`src/rtl/config_master.sv`:
```
// config_master: host-side initiator for the chip configuration protocol.
// Builds one parity-protected packet per host command, hands it to the TX
// UART, and for reads waits for the matching reply (or a timeout) on the RX
// UART. Unsolicited or corrupt RX packets are counted in a saturating counter.
module config_master #(
    parameter int          WIDTH          = 64,
    parameter logic [7:0]  GLOBAL_ID      = 8'd255,
    parameter logic [31:0] MAGIC_NUMBER   = 32'h89504E47,
    parameter logic [1:0]  WRITE_OP       = 2'b10,
    parameter logic [1:0]  READ_OP        = 2'b11,
    parameter logic [15:0] TIMEOUT_CYCLES = 16'd4096
) (
    input  logic             clk,
    input  logic             reset,
    // host command
    input  logic             cmd_valid,
    output logic             cmd_ready,
    input  logic             cmd_read,
    input  logic [7:0]       cmd_chip_id,
    input  logic [7:0]       cmd_addr,
    input  logic [7:0]       cmd_data,
    // TX UART
    output logic [WIDTH-1:0] tx_data,
    output logic             ld_tx_data,
    input  logic             tx_busy,
    // RX UART
    input  logic [WIDTH-1:0] rx_data,
    input  logic             rx_data_flag,
    // host response
    output logic             rsp_valid,
    output logic             rsp_timeout,
    output logic [7:0]       rsp_data,
    output logic [7:0]       rsp_chip_id,
    output logic [15:0]      drop_count
);

    typedef enum logic [2:0] {
        S_IDLE,
        S_LOAD,
        S_TX_START,
        S_TX_DRAIN,
        S_WAIT_REPLY,
        S_DONE
    } state_t;

    // Last timer value before the reply wait gives up.
    localparam logic [15:0] TIMEOUT_LAST  = TIMEOUT_CYCLES - 16'd1;
    // TX_START gives the UART 16 cycles to raise tx_busy before moving on.
    localparam logic [15:0] TX_START_LAST = 16'd15;

    // Odd-parity command packet; unused upper bits stay zero.
    function automatic logic [WIDTH-1:0] build_packet(
        input logic       rd,
        input logic [7:0] chip,
        input logic [7:0] addr,
        input logic [7:0] data
    );
        logic [WIDTH-1:0] p;
        p          = '0;
        p[1:0]     = rd ? READ_OP : WRITE_OP;
        p[9:2]     = chip;
        p[17:10]   = addr;
        p[25:18]   = rd ? 8'h00 : data;
        p[57:26]   = MAGIC_NUMBER;
        p[WIDTH-1] = ~^p[WIDTH-2:0];
        return p;
    endfunction

    // A packet is an acceptable reply to the outstanding read when parity,
    // reply flag, opcode, magic, address and (unless broadcast) chip all match.
    function automatic logic is_reply(
        input logic [WIDTH-1:0] p,
        input logic [7:0]       chip,
        input logic [7:0]       addr
    );
        logic ok;
        ok = (^p == 1'b1)
          && p[WIDTH-2]
          && (p[1:0] == READ_OP)
          && (p[17:10] == addr)
          && (p[57:26] == MAGIC_NUMBER)
          && ((chip == GLOBAL_ID) || (p[9:2] == chip));
        return ok;
    endfunction

    // Saturating increment for the drop counter.
    function automatic logic [15:0] sat_inc16(input logic [15:0] v);
        return (v == 16'hFFFF) ? v : v + 16'd1;
    endfunction

    state_t           state_q,       state_d;
    logic             cmd_ready_q,   cmd_ready_d;
    logic [WIDTH-1:0] tx_data_q,     tx_data_d;
    logic             ld_q,          ld_d;
    logic             rsp_valid_q,   rsp_valid_d;
    logic             rsp_timeout_q, rsp_timeout_d;
    logic [7:0]       rsp_data_q,    rsp_data_d;
    logic [7:0]       rsp_chip_q,    rsp_chip_d;
    logic [15:0]      drop_q,        drop_d;
    logic [15:0]      timer_q,       timer_d;
    logic             read_q,        read_d;
    logic [7:0]       chip_q,        chip_d;
    logic [7:0]       addr_q,        addr_d;
    logic [WIDTH-1:0] rx_data_q;
    logic             rx_flag_q;
    logic             rx_prev_q;

    logic             rx_evt;
    logic             reply_hit;

    // Register the RX UART inputs and keep the previous flag for edge detect.
    always_ff @(posedge clk or posedge reset) begin
        if (reset) begin
            rx_data_q <= '0;
            rx_flag_q <= 1'b0;
            rx_prev_q <= 1'b0;
        end else begin
            rx_data_q <= rx_data;
            rx_flag_q <= rx_data_flag;
            rx_prev_q <= rx_flag_q;
        end
    end

    // Each RX packet is evaluated once, on the rising edge of its flag.
    always_comb begin
        rx_evt    = rx_flag_q && !rx_prev_q;
        reply_hit = rx_evt && (state_q == S_WAIT_REPLY)
                 && is_reply(rx_data_q, chip_q, addr_q);
    end

    // Next-state and output computation for the command sequencer.
    always_comb begin
        state_d       = state_q;
        tx_data_d     = tx_data_q;
        ld_d          = 1'b0;
        rsp_timeout_d = rsp_timeout_q;
        rsp_data_d    = rsp_data_q;
        rsp_chip_d    = rsp_chip_q;
        timer_d       = timer_q;
        read_d        = read_q;
        chip_d        = chip_q;
        addr_d        = addr_q;
        drop_d        = drop_q;

        case (state_q)
            S_IDLE: begin
                if (cmd_valid && cmd_ready_q) begin
                    read_d    = cmd_read;
                    chip_d    = cmd_chip_id;
                    addr_d    = cmd_addr;
                    tx_data_d = build_packet(cmd_read, cmd_chip_id, cmd_addr, cmd_data);
                    state_d   = S_LOAD;
                end
            end
            S_LOAD: begin
                if (!tx_busy) begin
                    ld_d    = 1'b1;
                    timer_d = 16'd0;
                    state_d = S_TX_START;
                end
            end
            S_TX_START: begin
                // Do not hang if the UART never reports busy.
                if (tx_busy || (timer_q == TX_START_LAST)) begin
                    state_d = S_TX_DRAIN;
                end else begin
                    timer_d = timer_q + 16'd1;
                end
            end
            S_TX_DRAIN: begin
                if (!tx_busy) begin
                    if (read_q) begin
                        timer_d = 16'd0;
                        state_d = S_WAIT_REPLY;
                    end else begin
                        rsp_timeout_d = 1'b0;
                        rsp_data_d    = 8'h00;
                        rsp_chip_d    = chip_q;
                        state_d       = S_DONE;
                    end
                end
            end
            S_WAIT_REPLY: begin
                // A reply arriving on the expiry cycle still wins.
                if (reply_hit) begin
                    rsp_timeout_d = 1'b0;
                    rsp_data_d    = rx_data_q[25:18];
                    rsp_chip_d    = rx_data_q[9:2];
                    state_d       = S_DONE;
                end else if (timer_q == TIMEOUT_LAST) begin
                    rsp_timeout_d = 1'b1;
                    rsp_data_d    = 8'h00;
                    rsp_chip_d    = chip_q;
                    state_d       = S_DONE;
                end else begin
                    timer_d = timer_q + 16'd1;
                end
            end
            S_DONE: begin
                state_d = S_IDLE;
            end
            default: begin
                state_d = S_IDLE;
            end
        endcase

        // Anything evaluated that is not the awaited reply is a drop.
        if (rx_evt && !reply_hit) begin
            drop_d = sat_inc16(drop_q);
        end

        // Registered handshake outputs track the state being entered.
        cmd_ready_d = (state_d == S_IDLE);
        rsp_valid_d = (state_d == S_DONE);
    end

    // Sequencer state, latched command and registered outputs.
    always_ff @(posedge clk or posedge reset) begin
        if (reset) begin
            state_q       <= S_IDLE;
            cmd_ready_q   <= 1'b0;
            tx_data_q     <= '0;
            ld_q          <= 1'b0;
            rsp_valid_q   <= 1'b0;
            rsp_timeout_q <= 1'b0;
            rsp_data_q    <= 8'h00;
            rsp_chip_q    <= 8'h00;
            drop_q        <= 16'h0000;
            timer_q       <= 16'h0000;
            read_q        <= 1'b0;
            chip_q        <= 8'h00;
            addr_q        <= 8'h00;
        end else begin
            state_q       <= state_d;
            cmd_ready_q   <= cmd_ready_d;
            tx_data_q     <= tx_data_d;
            ld_q          <= ld_d;
            rsp_valid_q   <= rsp_valid_d;
            rsp_timeout_q <= rsp_timeout_d;
            rsp_data_q    <= rsp_data_d;
            rsp_chip_q    <= rsp_chip_d;
            drop_q        <= drop_d;
            timer_q       <= timer_d;
            read_q        <= read_d;
            chip_q        <= chip_d;
            addr_q        <= addr_d;
        end
    end

    assign cmd_ready   = cmd_ready_q;
    assign tx_data     = tx_data_q;
    assign ld_tx_data  = ld_q;
    assign rsp_valid   = rsp_valid_q;
    assign rsp_timeout = rsp_timeout_q;
    assign rsp_data    = rsp_data_q;
    assign rsp_chip_id = rsp_chip_q;
    assign drop_count  = drop_q;

endmodule
```
`config.mk`:
```
export PLATFORM = sky130hd
export DESIGN_NAME = config_master
export DESIGN_NICKNAME = d
export VERILOG_FILES = /design/src/rtl/config_master.sv
export SDC_FILE = /design/constraint.sdc
export NUM_CORES = 1
export LEC_CHECK = 0
export ABC_AREA = 0
export BUFFER_PORTS_ARGS = -buffer_cell sky130_fd_sc_hd__buf_2
export CAP_MARGIN = 10
export CELL_PAD_IN_SITES_DETAIL_PLACEMENT = 1
export CELL_PAD_IN_SITES_GLOBAL_PLACEMENT = 2
export CORE_UTILIZATION = 36
export CTS_CLUSTER_DIAMETER = 50
export DETAILED_ROUTE_END_ITERATION = 7
export MAX_ROUTING_LAYER = met4
export PLACE_DENSITY_LB_ADDON = 0.1
export SKIP_LAST_GASP = 1
export SYNTH_ARGS = -nofsm -noshare
export SYNTH_HDL_FRONTEND = slang
export SYNTH_SLANG_ARGS = --single-unit
```
`constraint.sdc`:
```
create_clock -name clk -period 8.58 [get_ports clk]
set_input_delay 1.287 -clock clk [delete_from_list [all_inputs] [get_ports clk]]
set_output_delay 1.287 -clock clk [all_outputs]
set_load 0.02 [all_outputs]
```
# [Yosys cells after proc, flatten, opt, wreduce, memory -nomap -nowiden]
# Index checks and enable logic that the tools add are counted.
[classes] n_addsub=2 n_eq_ne=21 muxes=34 n_bitwise=1 reduce_logical=24
[op_table] op="two-way mux 16 bit" n=6
[op_table] op="two-way mux 8 bit" n=9
[op_table] op="case mux 16 bit (4 select lines)" n=1
[op_table] op="parity 64 bit" n=1
[op_table] op="XNOR reduction 63 bit" n=1
[op_table] op="adder 16 x 1 -> 16 bit (second input constant)" n=2
[op_table] op="== test 32 bit (second input constant)" n=1
[op_table] op="case mux 8 bit (2 select lines)" n=2
[op_table] op="two-way mux 3 bit" n=6
[op_table] op="== test 16 x 12 -> 1 bit (second input constant)" n=1
[op_table] op="== test 16 bit (second input constant)" n=1
[op_table] op="== test 16 x 4 -> 1 bit (second input constant)" n=1
[op_table] op="== test 8 bit" n=2
[op_table] op="case mux 3 bit (5 select lines)" n=1
[op_table] op="inequality test 2 bit (second input constant)" n=7
[op_table] op="logical AND 1 bit" n=10
[op_table] op="== test 8 bit (second input constant)" n=1
[op_table] op="two-way mux 1 bit" n=8
[op_table] op="AND reduction 7 bit" n=1
[op_table] op="== test 3 x 2 -> 1 bit (second input constant)" n=2
[op_table] op="== test 3 bit (second input constant)" n=2
[op_table] op="logical NOT 3 bit" n=2
[op_table] op="AND reduction 2 bit" n=2
[op_table] op="AND reduction 4 bit" n=1
[op_table] op="other kinds (9)" n=11
[totals] reg_bits=178 input_bits=94 out_inout_bits=100 wordCells=98

# [Longest topological paths before layout]
[depth] ltp_word=10 ltp_mapped=12 depth_no_buf=10

# [Worst setup path after synthesis]
# No wires, ideal clock.
[synth_path] kind="register to register" from="register rx_data_q[28]" to="register timer_q[11]" setup_time_ps=110 arrival_time_ps=2718 required_ps=8470 setup_slack_ps=5752 path_stages_with_launch=11 n_path_buf=1 period_less_slack_ps=2828 path_cell_list="dfrtp_1 -> ha_1 -> xnor2_1 -> xnor2_1 -> xnor2_1 -> xnor2_1 -> xnor2_1 -> mux2_4 -> or3_1 -> buf_2 -> o41ai_1"
[synth_via] elab_chain_cells=9 word_cells_on_any_way=10 cone_classes="2 x eq/ne; 8 x reduce/logical"
[synth_lines] element="start: declaration" line_no="104" source="logic [WIDTH-1:0] rx_data_q;"
[synth_lines] element="start signal: assignment" line_no="118" source="rx_data_q <= rx_data;"
[synth_lines] element="parity 64 bit" line_no="77" source="ok = (^p == 1'b1)"
[synth_lines] element="logical AND 1 bit" line_no="78" source="&& p[WIDTH-2]"
[synth_lines] element="logical AND 1 bit" line_no="79" source="&& (p[1:0] == READ_OP)"
[synth_lines] element="logical AND 1 bit" line_no="80" source="&& (p[17:10] == addr)"
[synth_lines] element="logical AND 1 bit (*)" line_no="81" source="&& (p[57:26] == MAGIC_NUMBER)"
[synth_lines] element="logical AND 1 bit (*)" line_no="82" source="&& ((chip == GLOBAL_ID) || (p[9:2] == chip));"
[synth_lines] element="logical AND 1 bit (*)" line_no="128" source="&& is_reply(rx_data_q, chip_q, addr_q);"
[synth_lines] element="inequality test 2 bit (no source line) (*)"
[synth_lines] element="AND reduction 7 bit (no source line) (*)"
[synth_lines] element="end signal: assignment" line_no="243" source="timer_q <= timer_d;"
[synth_lines] element="end: declaration" line_no="100" source="logic [15:0] timer_q, timer_d;"
# Mark *: on every way between the ends. The rest lies on a longest branch, timed or not.
# A chain may end at the register's enable or synchronous reset.

# [Final worst setup path]
[layout_path] from="register timer_q[0]" to="register timer_q[3]"
[layout_via] elab_chain_cells=4 word_cells_on_any_way=11 cone_classes="1 x add/sub; 4 x eq/ne; 4 x mux; 2 x reduce/logical"
[layout_lines] element="adder 16 x 1 -> 16 bit or == test 16 x 4 -> 1 bit (tied branches)" line_no="167, 196, 164"
[layout_lines] element="two-way mux 16 bit or logical OR 1 bit (tied branches)" line_no="190, 164"
[layout_lines] element="two-way mux 16 bit or inequality test 2 bit (tied branches)"
[layout_lines] element="case mux 16 bit (4 select lines) or AND reduction 7 bit (tied branches)"
# Several ways; a longest one is shown, not always the timed one. The select of a mux whose other input is x is not followed.

==> out/qor_table.md <==
| Result | Value | Unit |
| --- | --- | --- |
| FF-to-FF path depth | 8 | - |
| Total number of vias | 5,051 | - |
| Die area | 19,800 | sq um |
| Max-slew violation count | 0 | - |
| Clock buffer count from CTS | 17 | - |
| Fillers | 2,098 | - |
| Initial core utilization | 36.9 | % |
| Final Critical Period | 3.54 | ns |
| CTS tree | built | - |
| First drt pass iteration count | 5 | - |
| Post-synth EDFFs | 0 | - |
| Site row count | 50 | - |
| Total power divided by cell area | 291 | nW/um^2 |
| Number of antenna violations at the first check in global routing | 1 | - |
| Standby leakage power | 3.95 | nW |
| Worst clock skew on the final layout | 0.0110 | ns |
| Largest voltage drop on the vdd net | 0.144 | mV |
| Max cap viols | 0 | - |
| Total of flip-flops plus latches after synthesis | 148 | - |
| Worst Setup End Kind | register | - |
| Sequence of cells on the critical path | ha_1, and3_1, nand3_1, nor4b_1, and2_1, o32a_1, or3_1, o21ai_0 | - |
| Register area share after synthesis | 53.3 | % |
| Via count of the first global-routing pass | 5,325 | - |
| Placeable core region | 18,800 | sq um |
| Kind of cell adding the most delay to the critical path | simple AND/OR/NAND/NOR gates | - |
| Type of the setup path with the least slack | reg2reg | - |
| Endpoint arrival time on the critical path | 3.81 | ns |
| Final clock period utilization by the worst path | 41.3 | % |
| Number of buffers added to fix hold violations after cts | 0 | - |
| Largest family of logic cells by synthesized area | simple AND/OR/NAND/NOR gates | - |
| CTS sink cnt | 148 | - |
| Max Clock Freq | 0.282 | GHz |
| Aggregate global-route resource usage | 18.8 | % |
| Routed Wire Length | 17,300 | um |
| Largest incremental delay on the critical path | 0.75 | ns |
| Worst-margin pin slew | 1.01 | ns |
| Instance count on the critical path | 8 | - |
| Number of nets in the layout | 886 | - |
| Combined area of all synthesized cells | 6940 | sq um |
| Adder-cell share of the synthesized area | 3.42 | % |
| Worst Hold Class | reg2reg | - |
| Largest buffer count on any clock path | 2 | - |
| Average via count per standard cell | 4.83 | - |
| Smallest setup slack after layout | 5.04 | ns |
| Worst slew margin relative to its limit | 32.3 | % |
| Maximum number of pins on one net before global-route repair | 87 | - |
| Highest-delay cell along the critical path | nor4b_1 | - |
| Critical path fanouts, max | 18 | - |
| Synth warnings | 0 | - |
| Fraction of layout cells with a size suffix above 1 | 29.3 | % |
| Worst slack, placed | 5.05 | ns |
| Worst path required time | 8.85 | ns |
| Number of different library cells in the post-synthesis netlist | 48 | - |
| Synth Area in XOR/XNOR | 12.6 | % |
| Ranking of synthesized cells by area | dfrtp_1 53%, xnor2_1 8.8%, buf_4 4.1% | - |
| Post-Syn Area per Cell | 11.2 | sq um |
| Count of input and output buffers | 169 | - |
| Area of the multi-input gates | 2830 | sq um |
| Detail Route Antenna Nets | 0 | - |
| Number of failing hold endpoints at the final stage | 0 | - |
| Area delta synth->final | 21.4 | % |
| Number of endpoints failing setup at the final stage | 0 | - |
| I/O Pins | 194 | - |
| Buffer and inverter count on the worst path | 0 | - |
| Overflow left after global routing | 0 | - |
| Setup TNS Final | 0 | ns |
| Cells after synthesis | 618 | - |
| Post-CTS clock slew at the launch and capture registers of the worst setup and hold paths | 0.06 | ns |
| Post-synth top area share | 53.3 | % |
| Clock H-tree levels | 4 | - |
| Drt initial violations | 169 | - |
| Kind of start point of the critical path | register | - |
| Number of remaining DRC errors | 0 | - |
| Clock latency on the worst-skew pair | 0.42 | ns |
| Gp weighted congestion | 0.793 | - |
| Most used flip-flop cell after synthesis | dfrtp_1 | - |
| Post-synthesis mux area share | 3.28 | % |
| Cell taking the most area after synthesis | dfrtp_1 | - |
| Compound-gate portion of the synthesized area | 6.90 | % |
| Resize count post-CTS | 0 | - |
| Share of synthesized registers carrying an async set or reset | 100 | % |
| Die width | 141 | um |
| Worst hold path cell count | 0 | - |
| Post-detail-place hpwl | 12,800 | um |
| Routed length per placed instance | 16.5 | um |
| Reg area | 3700 | sq um |
| Area share of and/or/nand/nor cells after synthesis | 13.2 | % |
| Clock root buffer master | clkbuf_16 | - |
| First-pass GRT wire length | 27,700 | um |
| Height of the die | 141 | um |
| Number of setup buffers added after CTS | 0 | - |
| Run status | completed | - |
| Setup repair after global routing missed its margin | false | - |
[cell type report]
class / count / area share, %
Inverter: 34 / 1.57
Antenna cell: 1 / 0.0297
Clock inverter: 14 / 1.69
Timing Repair Buffer: 172 / 10.3
Multi-Input combinational cell: 400 / 33.6
Tap cell: 260 / 3.86
Sequential cell: 148 / 43.9
Clock buffer: 17 / 5.05
[worst paths after layout]
kind / startpoint / to / slack (ns)
min: rx_flag_q / rx_prev_q / 0.39
max reg2reg: timer_q[0] / timer_q[3] / 5.04
max: timer_q[0] / timer_q[3] / 5.04
max in group asynchronous: reset / rx_data_q[38] / 6.21
min reg2reg: rx_flag_q / rx_prev_q / 0.39
min in group asynchronous: reset / rx_data_q[34] / 1.03
[kinds of logic (layout without fill, tap and decap cells)]
| family | after synthesis | count (layout) |
|---|---|---|
| compound gates | 67 | 67 |
| xor+xnor | 100 | 100 |
| fa+ha+maj | 19 | 19 |
| buf+inv | 93 | 237 |
| flops | 148 | 148 |
| mux | 20 | 20 |
| other cells | 1 | 25 |
| simple gates | 170 | 170 |
[placed cells by master, fill, tap and decap left out, types with 3 or more instances in the layout]
cell / count
nor2_1: 18
o31ai_2: 3
xor2_1: 30
and3_1: 8
ha_1: 19
nand4_1: 26
clkbuf_16: 17
conb_1: 24
o31ai_1: 15
nand4b_1: 3
o21ai_0: 20
nor3_1: 9
o2bb2ai_1: 8
inv_1: 32
or4_1: 3
buf_2: 169
dfrtp_1: 148
inv_6: 8
nand2b_1: 17
buf_4: 3
nand3_1: 28
a21oi_1: 4
nand2_1: 33
xnor2_1: 70
nor2b_1: 3
a31oi_1: 4
and2_1: 5
o41ai_1: 4
nor4_1: 11
mux2_2: 18
[through the flow]
stage	power, mW	utilization [%]	cells	hold WS [ns]	cell area (sq um)
6_report	2.45	44.8	1046	0.387	8430
5_1_grt	2.60	44.8	1046	0.395	8430
4_1_cts	2.49	44.8	1045	0.391	8430
3_5_place_dp	1.75	41.7	1014	0.377	7860
3_3_place_gp	1.73	41.7	1014	0.366	7860
2_1_floorplan	1.50	-	641	0.355	7030
[state kept, by name, summed over array words and instances, names as in the netlist, 3 cells and up]
signal and count:
addr_q 7, chip_q 7, drop_count 16, rsp_chip_id 8, rsp_data 8, rx_data_q 64, state_q 3, timer_q 16
tx_data 13
[routing by layer]
metal | up-vias | part of all wire (%) | GRT usage (%)
met4 | 0 | 0.86 | 5.49
met5 | - | 0 | -
met1 | 2530 | 45 | 23.2
li1 | 2374 | - | -
met3 | 10 | 4.5 | 4.69
met2 | 137 | 50 | 30.5
[power by group]
part | switching [mW] | internal, mW
registers | 0.122 | 0.818
clock network | 0.316 | 0.407
logic | 0.483 | 0.306
total | 0.921 | 1.53
[cell usage after synthesis (2+ instances only)]
library cell,n
or4_1,3
and3_1,8
and2_1,5
buf_1,3
o2bb2ai_1,8
mux2_2,18
a21oi_1,4
nand3_1,28
inv_1,33
dfrtp_1,148
nand2_1,33
nand2b_1,17
ha_1,19
xor2_1,30
nand4b_1,3
o31ai_2,3
buf_2,2
buf_4,38
clkbuf_1,15
nor3_1,9
o31ai_1,15
nor2_1,18
a31oi_1,4
xnor2_1,70
or3_1,2
o21ai_0,20
nor4_1,11
nand4_1,26
o41ai_1,4
nor2b_1,3
Power figures use the tool's default switching activity.
